`src/rtl/serializer.sv`:
```
// serializer: parallel-to-serial converter, MSB-first, one bit per clock.
// Accepts a WIDTH-bit word plus a bit count (0 means WIDTH) and shifts the
// top len bits out on ser_data_o with ser_data_val_o high. busy_o covers
// exactly the cycles that carry valid bits. After each frame there is at
// least one idle cycle, which acts as the frame delimiter.
// Optional feature: define SERIALIZER_LAST_EN to add ser_last_o, which is high
// on the final bit of each frame.
module serializer #(
  parameter int unsigned WIDTH   = 16,
  parameter int unsigned MIN_LEN = 3
) (
  input  logic                     clk_i,
  input  logic                     arst_i,
  input  logic [WIDTH-1:0]         data_i,
  input  logic [$clog2(WIDTH)-1:0] data_mod_i,
  input  logic                     data_val_i,
  output logic                     ser_data_o,
  output logic                     ser_data_val_o,
  output logic                     busy_o
`ifdef SERIALIZER_LAST_EN
  ,
  output logic                     ser_last_o
`endif
);

  localparam int unsigned MW = $clog2(WIDTH);
  localparam int unsigned CW = MW + 1;

  typedef enum logic {
    IDLE = 1'b0,
    SEND = 1'b1
  } state_t;

  state_t           state_q;
  logic [WIDTH-1:0] shift_q;
  logic [CW-1:0]    cnt_q;
  logic [CW-1:0]    len;
  logic             accept;

  // Decode the requested frame length and decide whether the request is taken.
  always_comb begin
    len    = '0;
    accept = 1'b0;
    if (data_mod_i == '0) begin
      len = CW'(WIDTH);
    end else begin
      len = {1'b0, data_mod_i};
    end
    accept = (state_q == IDLE) && data_val_i && (len >= CW'(MIN_LEN));
  end

  // Frame FSM with shift register, remaining-bit counter and registered outputs.
  // The first bit is loaded straight from data_i on accept, so the shift
  // register holds the bits that still have to be sent.
  // cnt_q counts the bits still on the line, including the one shown this cycle.
  always_ff @(posedge clk_i or posedge arst_i) begin
    if (arst_i) begin
      state_q        <= IDLE;
      shift_q        <= '0;
      cnt_q          <= '0;
      ser_data_o     <= 1'b0;
      ser_data_val_o <= 1'b0;
      busy_o         <= 1'b0;
`ifdef SERIALIZER_LAST_EN
      ser_last_o     <= 1'b0;
`endif
    end else begin
      case (state_q)
        IDLE: begin
          if (accept) begin
            state_q        <= SEND;
            ser_data_o     <= data_i[WIDTH-1];
            shift_q        <= {data_i[WIDTH-2:0], 1'b0};
            cnt_q          <= len;
            ser_data_val_o <= 1'b1;
            busy_o         <= 1'b1;
`ifdef SERIALIZER_LAST_EN
            ser_last_o     <= (len == CW'(1));
`endif
          end
        end
        SEND: begin
          if (cnt_q == CW'(1)) begin
            state_q        <= IDLE;
            ser_data_o     <= 1'b0;
            ser_data_val_o <= 1'b0;
            busy_o         <= 1'b0;
`ifdef SERIALIZER_LAST_EN
            ser_last_o     <= 1'b0;
`endif
          end else begin
            ser_data_o     <= shift_q[WIDTH-1];
            shift_q        <= {shift_q[WIDTH-2:0], 1'b0};
            cnt_q          <= cnt_q - CW'(1);
`ifdef SERIALIZER_LAST_EN
            ser_last_o     <= (cnt_q == CW'(2));
`endif
          end
        end
        default: begin
          state_q        <= IDLE;
          ser_data_o     <= 1'b0;
          ser_data_val_o <= 1'b0;
          busy_o         <= 1'b0;
`ifdef SERIALIZER_LAST_EN
          ser_last_o     <= 1'b0;
`endif
        end
      endcase
    end
  end

endmodule

```
`config.mk`:
```
export PLATFORM = sky130hd
export DESIGN_NAME = serializer
export DESIGN_NICKNAME = d
export VERILOG_FILES = /design/src/rtl/serializer.sv
export SDC_FILE = /design/constraint.sdc
export NUM_CORES = 1
export LEC_CHECK = 0
export ABC_AREA = 0
export BUFFER_PORTS_ARGS = -buffer_cell sky130_fd_sc_hd__buf_2
export CAP_MARGIN = 20
export CORE_AREA = 2 2 60 84
export DETAILED_ROUTE_END_ITERATION = 10
export DIE_AREA = 0 0 62 86
export HOLD_SLACK_MARGIN = 0.02
export PLACE_DENSITY = 0.56
export RECOVER_POWER = 100
export SYNTH_ARGS = -nofsm -noshare
export SYNTH_HDL_FRONTEND = slang
export SYNTH_SLANG_ARGS = --single-unit
```
`constraint.sdc`:
```
create_clock -name clk_i -period 3.44 [get_ports clk_i]
set_input_delay 1.032 -clock clk_i [delete_from_list [all_inputs] [get_ports clk_i]]
set_output_delay 1.032 -clock clk_i [all_outputs]
set_load 0.02 [all_outputs]
```
=== After elaboration in Yosys (flattened, before gate mapping) ===
Cells that the tools add are included.

* Memories: 0
* Input bits: 23
* Memory bits (read-only): 0
* Bits in latches: 0
* Bits in writable memories: 0
* Register bits: 24
* Output and inout port bits: 3
* Word-level logic and storage cells: 33

* Reductions and logical operators: 5
* Order comparisons: 1
* Add/subtract/negate cells: 1
* Multiplexer cells: 16
* Div/mod/pow operators: 0
* Multiply operators: 0
* Shifts and indexed selects: 0
* Eq/ne operators: 4
* Bitwise gates (word level): 1

{| class="wikitable"
|+ Operators with widths
! cell !! number
|-
| $mux 16 || 2
|-
| $pmux 16 s2 || 1
|-
| $mux 5 || 3
|-
| $pmux 5 s2 || 1
|-
| $mux 1 || 6
|-
| $pmux 1 s2 || 3
|-
| $eq 5x1->1 const B || 1
|-
| $ge 5x2->1 const B || 1
|-
| $sub 5x1->5 const B || 1
|-
| $logic_not 4->1 || 1
|-
| $ne 2x2->1 const B || 2
|-
| $reduce_and 2->1 || 2
|-
| $logic_and 1x1->1 || 2
|-
| $ne 2x1->1 const B || 1
|-
| $not 1->1 || 1
|}

=== Logic depth before layout (Yosys ltp) ===
Gate-level depths: netlist of the first run.

* Depth in word-level cells: 6
* Mapped depth: 8
* Depth with buffers taken out: 6

=== Worst setup path after synthesis of the first run ===
Ideal clock, no wire load.

* Path kind: input-to-reg
* Start point: input data_mod_i[2]
* End point: register shift_q[10]
* Required time: 3.321 ns
* Library setup time: 0.119 ns
* Stages: 5
* Arrival: 2.028 ns
* Setup slack: 1.293 ns
* Path buffers: 1
* Cells stage by stage: or2_2 -> o21ai_2 -> buf_6 -> nand2_2 -> o21a_1

* Longest elaborated chain between the ends: 6

{| class="wikitable"
|+ RTL lines
! what !! line !! text
|-
| start: declaration || 15 || <nowiki>input logic [$clog2(WIDTH)-1:0] data_mod_i,</nowiki>
|-
| $logic_not 4->1 || 44 || <nowiki>if (data_mod_i == '0) begin</nowiki>
|-
| $mux 5 (*) || 44 ||
|-
| $ge 5x2->1 (*) || 49 || <nowiki>accept = (state_q == IDLE) && data_val_i && (len >= CW'(MIN_LEN));</nowiki>
|-
| $logic_and 1x1->1 (*) || 49 ||
|-
| $ne 2x2->1 (no source line) (*) || n/a ||
|-
| $reduce_and 2->1 (no source line) (*) || n/a ||
|-
| end signal: assignment || 73 || <nowiki>shift_q <= {data_i[WIDTH-2:0], 1'b0};</nowiki>
|-
| end signal: assignment || 93 || <nowiki>shift_q <= {shift_q[WIDTH-2:0], 1'b0};</nowiki>
|-
| end: declaration || 35 || <nowiki>logic [WIDTH-1:0] shift_q;</nowiki>
|}

Every way passes the cells marked *; elsewhere a longest branch is shown, timed or not.
A chain may end at the register's enable or synchronous reset.

=== Worst setup path after layout of the first run ===
* Start point: input data_mod_i[2]
* End point: register shift_q[14]

The elaborated chain is that of the path after synthesis.

==> summary.txt, run 1 <==
outcome - finished clean
worst hold path depth - 1
Pint - 0.766 mW
Comb pwr share - 0.433
GPL Wtd Cong - 0.825
Post-DRT Antenna Nets - 0
Post-Synth XOR/XNOR Area - 0.00664
cts hold-fix bufs - 0
CTS buffer count - 3
# rows - 29
post-placement cell area - 0.00145 mm2
final hold violation count - 0
Distinct cells, synth - 40
# diodes - 0
register share of total power - 0.431
pre-CTS setup slack - 1.00 ns
Ports - 26
Via density - 5.03
post-synthesis mux area share - 0.0380
Post-Synth Simple-Gate Area - 0.126
Max-Cap Viols - 0
post-synthesis adder-cell area fraction - 0.0190
syn nets - 153
Finished Core Util - 0.325
Clock Sinks - 23
flops & latches, synth - 23
Avg WL per Cell - 13.7 um
Top FF cell, synth - dfrtp_1
Psw - 0.480 mW
postcts setup bufs - 0
# resized after CTS - 0
final period utilization - 0.771
critical path data arrival time - 2.81 ns
Area growth syn-to-layout - 11.7%
Final Instance Count excl. Fillers - 212
Compound-Gate Fraction of Synth Area - 0.303
slack of the critical path - 0.788 ns
CTS tree - done
first-pass GRT wire length - 5060 um
Synth Cell Area - 0.00132 mm2
largest net degree at the start of global routing - 26
fin crit period - 2.65 ns
vias - 1067
drt first pass iters - 4
reg2reg path depth - 6
Port Buffers - 25
syn_area_per_cell - 10.3 um2
Die Wd - 62 um
share of cells above drive strength 1 - 0.267
placed cells - 208
FF-to-FF End - shift_q[14]
Setup-failing EPs final - 0
later-pin clock latency in the skew report - 0.27 ns
Sw Share - 0.385
GRT Total Usage - 0.125
Remaining Overflow, GRT - 0
die height - 86 um
Crit. End Element - register
Core Footprint - 0.00454 mm2
nets - 176
Ys Warns - 0
register area share after synthesis - 0.436
Pwr per Cell Area - 846 mW/mm2
worst vdd rail ir drop - 0.149 mV
Hold Path Origin - shift_q[10]
Leakage - 0.637 nW
Worst Tran Pin Value - 0.945 ns
FFs w/ async S/R, synth - 1.00
Initial Util - 0.291
initial antenna violation count - 0
dpl hpwl - 2230 um
hold endpoint - shift_q[10]
clock buffer depth - 2
Worst EP required - 3.60 ns
H-tree level count - 1
die footprint - 0.00533 mm2
Slew HR - 0.363
Hold/Removal Path Class - reg2reg
fin area - 0.00147 mm2
r2r startpoint - cnt_q[1]
FMAX - 0.377 GHz
EDFF count, synth - 0
Clk pin slew, worst setup/hold paths - 0.08 ns
combinational family with the most area after synthesis - compound AO/OA/AOI/OAI gates
clock skew after layout - 0.00652 ns
setup TNS - 0 ns
Slew Viols, Final - 0
Post-Route WL - 2910 um
CTS Root Cell - clkbuf_8
r2r setup slk - 1.03 ns
clock share of power - 0.136
RSZ-0062 raised after global routing - no
startpoint type of the worst setup path - input port
number of global-route vias before repair - 1155
DRC - 0
DR iter-0 viols - 59
post-synthesis cell count - 128
Setup CP Type - in2reg
CP max FO - 10
-- cell usage after synthesis, types with 2 or more instances --
| master | n | area, um2 |
|---|---|---|
| inv_1 | 5 | 18.8 |
| or3_1 | 2 | 12.5 |
| nand3_1 | 3 | 15.0 |
| buf_6 | 3 | 33.8 |
| nor2_1 | 4 | 15.0 |
| mux2i_1 | 5 | 50.1 |
| nor3_1 | 2 | 10.0 |
| nand2_1 | 10 | 37.5 |
| a221oi_1 | 2 | 17.5 |
| a31o_2 | 2 | 17.5 |
| dfrtp_1 | 23 | 576 |
| ha_1 | 2 | 25.0 |
| o22a_2 | 9 | 90.1 |
| o21ai_0 | 4 | 20.0 |
| nor2b_1 | 2 | 12.5 |
| a21oi_1 | 11 | 55.1 |
| a31oi_1 | 2 | 12.5 |
| a22oi_1 | 6 | 45.0 |
| o21a_1 | 10 | 75.1 |
-- area by class of cell --
class	instances	area (um2)
Inverter	5	18.8
Multi-Input combinational cell	92	629
Fill cell	500	3060
Clock buffer	4	45.0
Tap cell	62	77.6
Timing Repair Buffer	26	126
Sequential cell	23	576
-- power groups by stage --
| stage | clock network [mW] | logic, mW | registers (mW) |
|---|---|---|---|
| 6_report | 0.170 | 0.539 | 0.537 |
| 5_1_grt | 0.193 | 0.619 | 0.563 |
| 4_1_cts | 0.178 | 0.567 | 0.542 |
| 3_5_place_dp | 0 | 0.566 | 0.549 |
| 3_3_place_gp | 0 | 0.548 | 0.542 |
| 2_1_floorplan | 0 | 0.533 | 0.495 |
-- cells in the final DEF (no fill, tap or decap), drive strengths merged, types with 2 or more instances in the layout --
cell type / n
nor3: 2
a31o: 2
a221oi: 2
or3: 3
o22a: 9
nor2b: 2
nand3: 3
o21a: 10
clkbuf: 9
a22oi: 6
nand2: 12
a31oi: 2
a21oi: 11
dfrtp: 23
nor2: 5
mux2i: 5
inv: 5
ha: 2
buf: 21
o21ai: 6
-- metrics by stage --
stage / power [mW] / hold slack, ns
after floorplan: 1.03 / 0.464
after global placement: 1.09 / 0.475
after detailed placement: 1.12 / 0.480
after CTS: 1.29 / 0.501
after global routing: 1.38 / 0.525
final: 1.25 / 0.497
-- critical path: stages --
cell and delay (ns):
clkbuf_1 0.11, or2_2 0.33, o21ai_0 0.76, nand2_2 0.30
o21a_1 0.27
-- registers in the layout, summed over array words and instances (netlist names) --
| signal | count |
|---|---|
| cnt_q | 5 |
| shift_q | 15 |
| state_q | 1 |
| ser_data_o | 1 |
| busy_o | 1 |
-- layer usage --
layer,part of all wire,track usage
met1,0.40,0.140
met2,0.54,0.220
met3,0.038,0.0196
met4,0.020,0.0580
met5,0,0
-- how the worst max path moves through the flow --
stage                       start           to  slack, ns
floorplan           data_mod_i[2]  shift_q[10]       1.29
global placement    data_mod_i[2]  shift_q[14]       1.05
detailed placement  data_mod_i[2]   shift_q[9]       1.00
CTS                      cnt_q[1]  shift_q[12]       1.29
global route        data_mod_i[2]  shift_q[13]       0.61
finish              data_mod_i[2]  shift_q[14]       0.79
-- cell families (layout without fill, tap and decap cells) --
| group | after synthesis | count (layout) |
|---|---|---|
| AO/OA/AOI/OAI | 54 | 54 |
| AND/OR/NAND/NOR | 30 | 30 |
| flip-flops | 23 | 23 |
| buffers and inverters | 13 | 35 |
| multiplexers | 5 | 5 |
| adder cells (fa/ha/maj) | 2 | 2 |
| XOR/XNOR | 1 | 1 |
Note: power is estimated with default switching activity, not from simulation.
==> inputs of run 2 (changes only) <==
--- a/config.mk
+++ b/config.mk
@@ -12,7 +12,7 @@
 export DETAILED_ROUTE_END_ITERATION = 10
 export DIE_AREA = 0 0 62 86
 export HOLD_SLACK_MARGIN = 0.02
-export PLACE_DENSITY = 0.56
+export PLACE_DENSITY = 0.58
 export RECOVER_POWER = 100
 export SYNTH_ARGS = -nofsm -noshare
 export SYNTH_HDL_FRONTEND = slang
==> constraint.sdc (replaced) <==
create_clock -name clk_i -period 2.13 [get_ports clk_i]
set_input_delay 0.639 -clock clk_i [delete_from_list [all_inputs] [get_ports clk_i]]
set_output_delay 0.639 -clock clk_i [all_outputs]
set_load 0.02 [all_outputs]
==> summary.txt, run 2 (same netlist as run 1, synthesis figures left out) <==
Hold/Removal Path Class - reg2reg
nets - 180 (+2.3%)
FMAX - 0.511 GHz
fin crit period - 1.96 ns
Avg WL per Cell - 14.3 um (+4.1%)
RSZ-0062 raised after global routing - no
Power Total - 2.06 mW (+65%)
# rows - 29 (unchanged)
Hold Path Origin - shift_q[9]
Clock Sinks - 23 (unchanged)
# resized after CTS - 0 (unchanged)
startpoint type of the worst setup path - register
Core Footprint - 0.00454 mm2 (unchanged)
Area growth syn-to-layout - 14.9%
Seq. cell area - 576 um2 (unchanged)
GRT Total Usage - 0.132 (+0.00664)
largest registers - shift_q x15, cnt_q x5
Fill cells - 496 (-0.80%)
Via density - 4.97 (-1.2%)
vias - 1074 (+0.66%)
initial antenna violation count - 0 (unchanged)
Worst Tran Pin Value - 1.31 ns (+0.369 ns)
final period utilization - 0.918
Setup CP Type - reg2reg
number of flip-flops in the largest register - 15 (unchanged)
Slew Viols, Final - 0 (unchanged)
Crit. End Element - register
Die Wd - 62 um (unchanged)
post-placement cell area - 0.00148 mm2 (+2.1%)
DR iter-0 viols - 132 (+120%)
postcts setup bufs - 0 (unchanged)
Worst Setup SP - cnt_q[1]
commonest non-fill, non-tap cell in the layout - dfrtp_1
Post-Route WL - 3090 um (+6.0%)
CP max FO - 7 (-3)
Setup-failing EPs final - 0 (unchanged)
die footprint - 0.00533 mm2 (unchanged)
CP bufs+invs - 2 (+1)
fin area - 0.00152 mm2 (+2.9%)
number of global-route vias before repair - 1109 (-4.0%)
r2r startpoint - cnt_q[1]
drt first pass iters - 4 (unchanged)
Finished Core Util - 0.334 (+0.00938)
Max-Cap Viols - 0 (unchanged)
Worst EP required - 2.31 ns (-1.29 ns)
DRC - 0 (unchanged)
critical path's slowest cell - or4b_1
Initial Util - 0.291 (unchanged)
clock skew after layout - 0.00150 ns (-0.00502 ns)
cell family with most CP delay - simple AND/OR/NAND/NOR gates
worst vdd rail ir drop - 0.318 mV (+110%)
CP max stage delay - 0.61 ns (-0.15 ns)
crit-path cells - inv_1, ha_1, or4b_1, clkbuf_2, mux2i_1, a22oi_1
final hold violation count - 0 (unchanged)
Ports - 26 (unchanged)
highest-count cells in the layout ignoring fill and taps - dfrtp_1, buf_2, a21oi_1
Most flops, register - shift_q
clock buffer depth - 2 (unchanged)
CTS buffer count - 3 (unchanged)
# diodes - 0 (unchanged)
largest net degree at the start of global routing - 25 (-3.8%)
GPL Wtd Cong - 0.797 (-3.4%)
Remaining Overflow, GRT - 0 (unchanged)
dpl hpwl - 2310 um (+3.4%)
share of cells above drive strength 1 - 0.292 (+0.0255)
Port Buffers - 25 (unchanged)
first-pass GRT wire length - 5170 um (+2.2%)
cts hold-fix bufs - 0 (unchanged)
later-pin clock latency in the skew report - 0.27 ns (about the same)
outcome - finished clean
Pwr per Cell Area - 1360 mW/mm2 (+61%)
critical path data arrival time - 2.14 ns (-0.67 ns)
Post-DRT Antenna Nets - 0 (unchanged)
setup TNS - 0 ns (unchanged)
Slew HR - 0.124 (-0.240)
die height - 86 um (unchanged)
Leakage - 0.657 nW (+3.1%)
area of the multi-input gates - 647 um2 (+2.8%)
CTS Root Cell - clkbuf_8
Clk pin slew, worst setup/hold paths - 0.09 ns (about the same)
CTS tree - done
H-tree level count - 1 (unchanged)
-- run 2: worst reg2reg max path, cell delays in order, from the launching register on --
cell	delay (ns)
dfrtp_1	0.42
inv_1	0.09
ha_1	0.16
or4b_1	0.61
clkbuf_2	0.26
mux2i_1	0.15
a22oi_1	0.19
-- run 2: power breakdown --
group          switching [mW]  total, mW  internal [mW]
logic                   0.491      0.963          0.472
clock network           0.148      0.279          0.131
registers               0.163      0.818          0.655
total                   0.802       2.06           1.26
-- run 2: area by class of cell --
type | instances | area share
Clock buffer | 3 | 0.0273
Timing Repair Buffer | 30 | 0.0991
Inverter | 5 | 0.0124
Sequential cell | 23 | 0.380
Tap cell | 62 | 0.0512
Multi-Input combinational cell | 92 | 0.427
Clock inverter | 1 | 0.00330
-- run 2: through the flow --
step / cells / worst slack [ns] / hold WS, ns
after floorplan: 128 / 0.341 / 0.464
after global placement: 212 / 0.178 / 0.478
after detailed placement: 212 / 0.133 / 0.481
after CTS: 216 / 0.171 / 0.432
after global routing: 216 / 0.0707 / 0.531
final: 216 / 0.174 / 0.498
-- run 2: path summary, 6_finish.rpt --
check | slack, ns | end | depth (start not counted)
setup reg to reg | 0.17 | shift_q[4] | 6
hold reg to reg | 0.50 | shift_q[9] | 1
min in group asynchronous | 0.80 | shift_q[11] | 3
max in group asynchronous | 0.56 | ser_data_o | 3
setup / recovery | 0.17 | shift_q[4] | 6
hold / removal | 0.50 | shift_q[9] | 1
-- run 2: metal layers --
metal / global-route usage / share of wire
met1: 0.169 / 0.44
met3: 0.0271 / 0.036
met5: 0 / 0
met2: 0.209 / 0.52
met4: 0.0522 / 0.011
==> inputs of run 3 (changes only) <==
--- a/config.mk
+++ b/config.mk
@@ -12,7 +12,7 @@
 export DETAILED_ROUTE_END_ITERATION = 10
 export DIE_AREA = 0 0 62 86
 export HOLD_SLACK_MARGIN = 0.02
-export PLACE_DENSITY = 0.58
+export PLACE_DENSITY = 0.56
 export RECOVER_POWER = 100
 export SYNTH_ARGS = -nofsm -noshare
 export SYNTH_HDL_FRONTEND = slang
==> constraint.sdc (replaced) <==
create_clock -name clk_i -period 2.45 [get_ports clk_i]
set_input_delay 0.735 -clock clk_i [delete_from_list [all_inputs] [get_ports clk_i]]
set_output_delay 0.735 -clock clk_i [all_outputs]
set_load 0.02 [all_outputs]
==> summary.txt, run 3 (same netlist as run 1, synthesis figures left out) <==
outcome - finished clean
initial antenna violation count - 0 (unchanged)
worst hold path depth - 1 (unchanged)
Die Wd - 62 um (unchanged)
drt first pass iters - 4 (unchanged)
first-pass GRT wire length - 4690 um (-9.2%)
worst vdd rail ir drop - 0.264 mV (-17%)
pre-CTS setup slack - 0.343 ns (+0.210 ns)
Post-Route WL - 2770 um (-10%)
FMAX - 0.473 GHz (-7.4%)
Worst Tran Pin Value - 1.29 ns (-0.0217 ns)
die footprint - 0.00533 mm2 (unchanged)
Core Footprint - 0.00454 mm2 (unchanged)
hold_ws - 0.498 ns (+0.0000500 ns)
Avg WL per Cell - 12.9 um (-9.6%)
Ports - 26 (unchanged)
CTS tree - done
Setup CP Type - reg2reg
largest net degree at the start of global routing - 24 (-4.0%)
hold endpoint - shift_q[11]
Pwr per Cell Area - 1180 mW/mm2 (-13%)
Slew Viols, Final - 0 (unchanged)
share of cells above drive strength 1 - 0.276 (-0.0159)
Port Buffers - 25 (unchanged)
Initial Util - 0.291 (unchanged)
GPL Wtd Cong - 0.903 (+13%)
Most flops, register - shift_q
CP max FO - 13 (+6)
final period utilization - 0.863 (-0.0560)
fin crit period - 2.11 ns (+0.157 ns)
RSZ-0062 raised after global routing - no
number of global-route vias before repair - 1082 (-2.4%)
slack of the critical path - 0.337 ns (+0.163 ns)
GRT Total Usage - 0.113 (-0.0181)
Remaining Overflow, GRT - 0 (unchanged)
dpl hpwl - 2110 um (-8.4%)
clock buffer depth - 2 (unchanged)
die height - 86 um (unchanged)
vias - 1091 (+1.6%)
# diodes - 0 (unchanged)
Max-Cap Viols - 0 (unchanged)
Area growth syn-to-layout - 13.9%
Hold Path Origin - shift_q[11]
highest-count cells in the layout ignoring fill and taps - dfrtp_1, buf_2, a21oi_1
Clk pin slew, worst setup/hold paths - 0.08 ns (about the same)
DR iter-0 viols - 54 (-59%)
Slew HR - 0.138 (+0.0145)
nets - 178 (-1.1%)
r2r startpoint - cnt_q[1]
# resized after CTS - 0 (unchanged)
later-pin clock latency in the skew report - 0.26 ns (about the same)
final hold violation count - 0 (unchanged)
CTS Root Cell - clkbuf_8
reg2reg path depth - 6 (unchanged)
startpoint type of the worst setup path - register
Clock Sinks - 23 (unchanged)
r2r setup slk - 0.34 ns (+0.16 ns)
H-tree level count - 1 (unchanged)
critical path data arrival time - 2.27 ns (+0.13 ns)
Setup-failing EPs final - 0 (unchanged)
FF-to-FF End - shift_q[7]
Finished Core Util - 0.331 (-0.00304)
setup TNS - 0 ns (unchanged)
largest registers - shift_q x15, cnt_q x5
Worst EP required - 2.61 ns (+0.30 ns)
CTS buffer count - 3 (unchanged)
Post-DRT Antenna Nets - 0 (unchanged)
clock skew after layout - 0.00100 ns (-0.000496 ns)
# rows - 29 (unchanged)
Hold/Removal Path Class - reg2reg
postcts setup bufs - 0 (unchanged)
Crit. End Element - register
commonest non-fill, non-tap cell in the layout - dfrtp_1
Leakage - 0.646 nW (-1.7%)
number of flip-flops in the largest register - 15 (unchanged)
Via density - 5.10 (+2.5%)
cts hold-fix bufs - 0 (unchanged)
DRC - 0 (unchanged)
==> run 3: where the power goes <==
group	switching (mW)	internal, mW	total (mW)
Combinational	0.391	0.404	0.795
Sequential	0.165	0.569	0.735
Clock	0.122	0.116	0.238
==> run 3: layout make-up <==
type / count / area [um2]
inverter: 5 / 18.8
fill: 486 / 3030
clock buffer: 4 / 45.0
multi-input combinational: 92 / 647
timing repair buffer: 28 / 138
tap: 62 / 77.6
sequential: 23 / 576
==> run 3: critical path: stages, from the launching register on <==
cell and delay [ns]:
dfrtp_1 0.41, inv_1 0.09, ha_1 0.15, or4b_1 0.74
nand2_8 0.24, nand2_2 0.15, o21a_1 0.21
==> run 3: stage by stage <==
step | cell area (um2) | instances | power [mW]
3_5_place_dp | 1470 | 210 | 1.56
2_1_floorplan | 1320 | 128 | 1.44
5_1_grt | 1500 | 214 | 1.93
4_1_cts | 1510 | 214 | 1.81
6_report | 1500 | 214 | 1.77
3_3_place_gp | 1470 | 210 | 1.54
==> run 3: layer usage <==
| layer | wire length, um | track usage |
|---|---|---|
| met1 | 1140 | 0.133 |
| met2 | 1460 | 0.199 |
| met3 | 109 | 0.0136 |
| met4 | 58 | 0.0464 |
| met5 | 0 | 0 |
==> run 3: worst max-delay path by stage <==
stage	slack [ns]	end	startpoint
after floorplan	0.60	shift_q[10]	data_mod_i[2]
after global placement	0.34	shift_q[14]	cnt_q[1]
after detailed placement	0.34	shift_q[7]	cnt_q[1]
after CTS	0.33	shift_q[7]	cnt_q[1]
after global routing	0.21	shift_q[13]	cnt_q[1]
final	0.34	shift_q[7]	cnt_q[1]
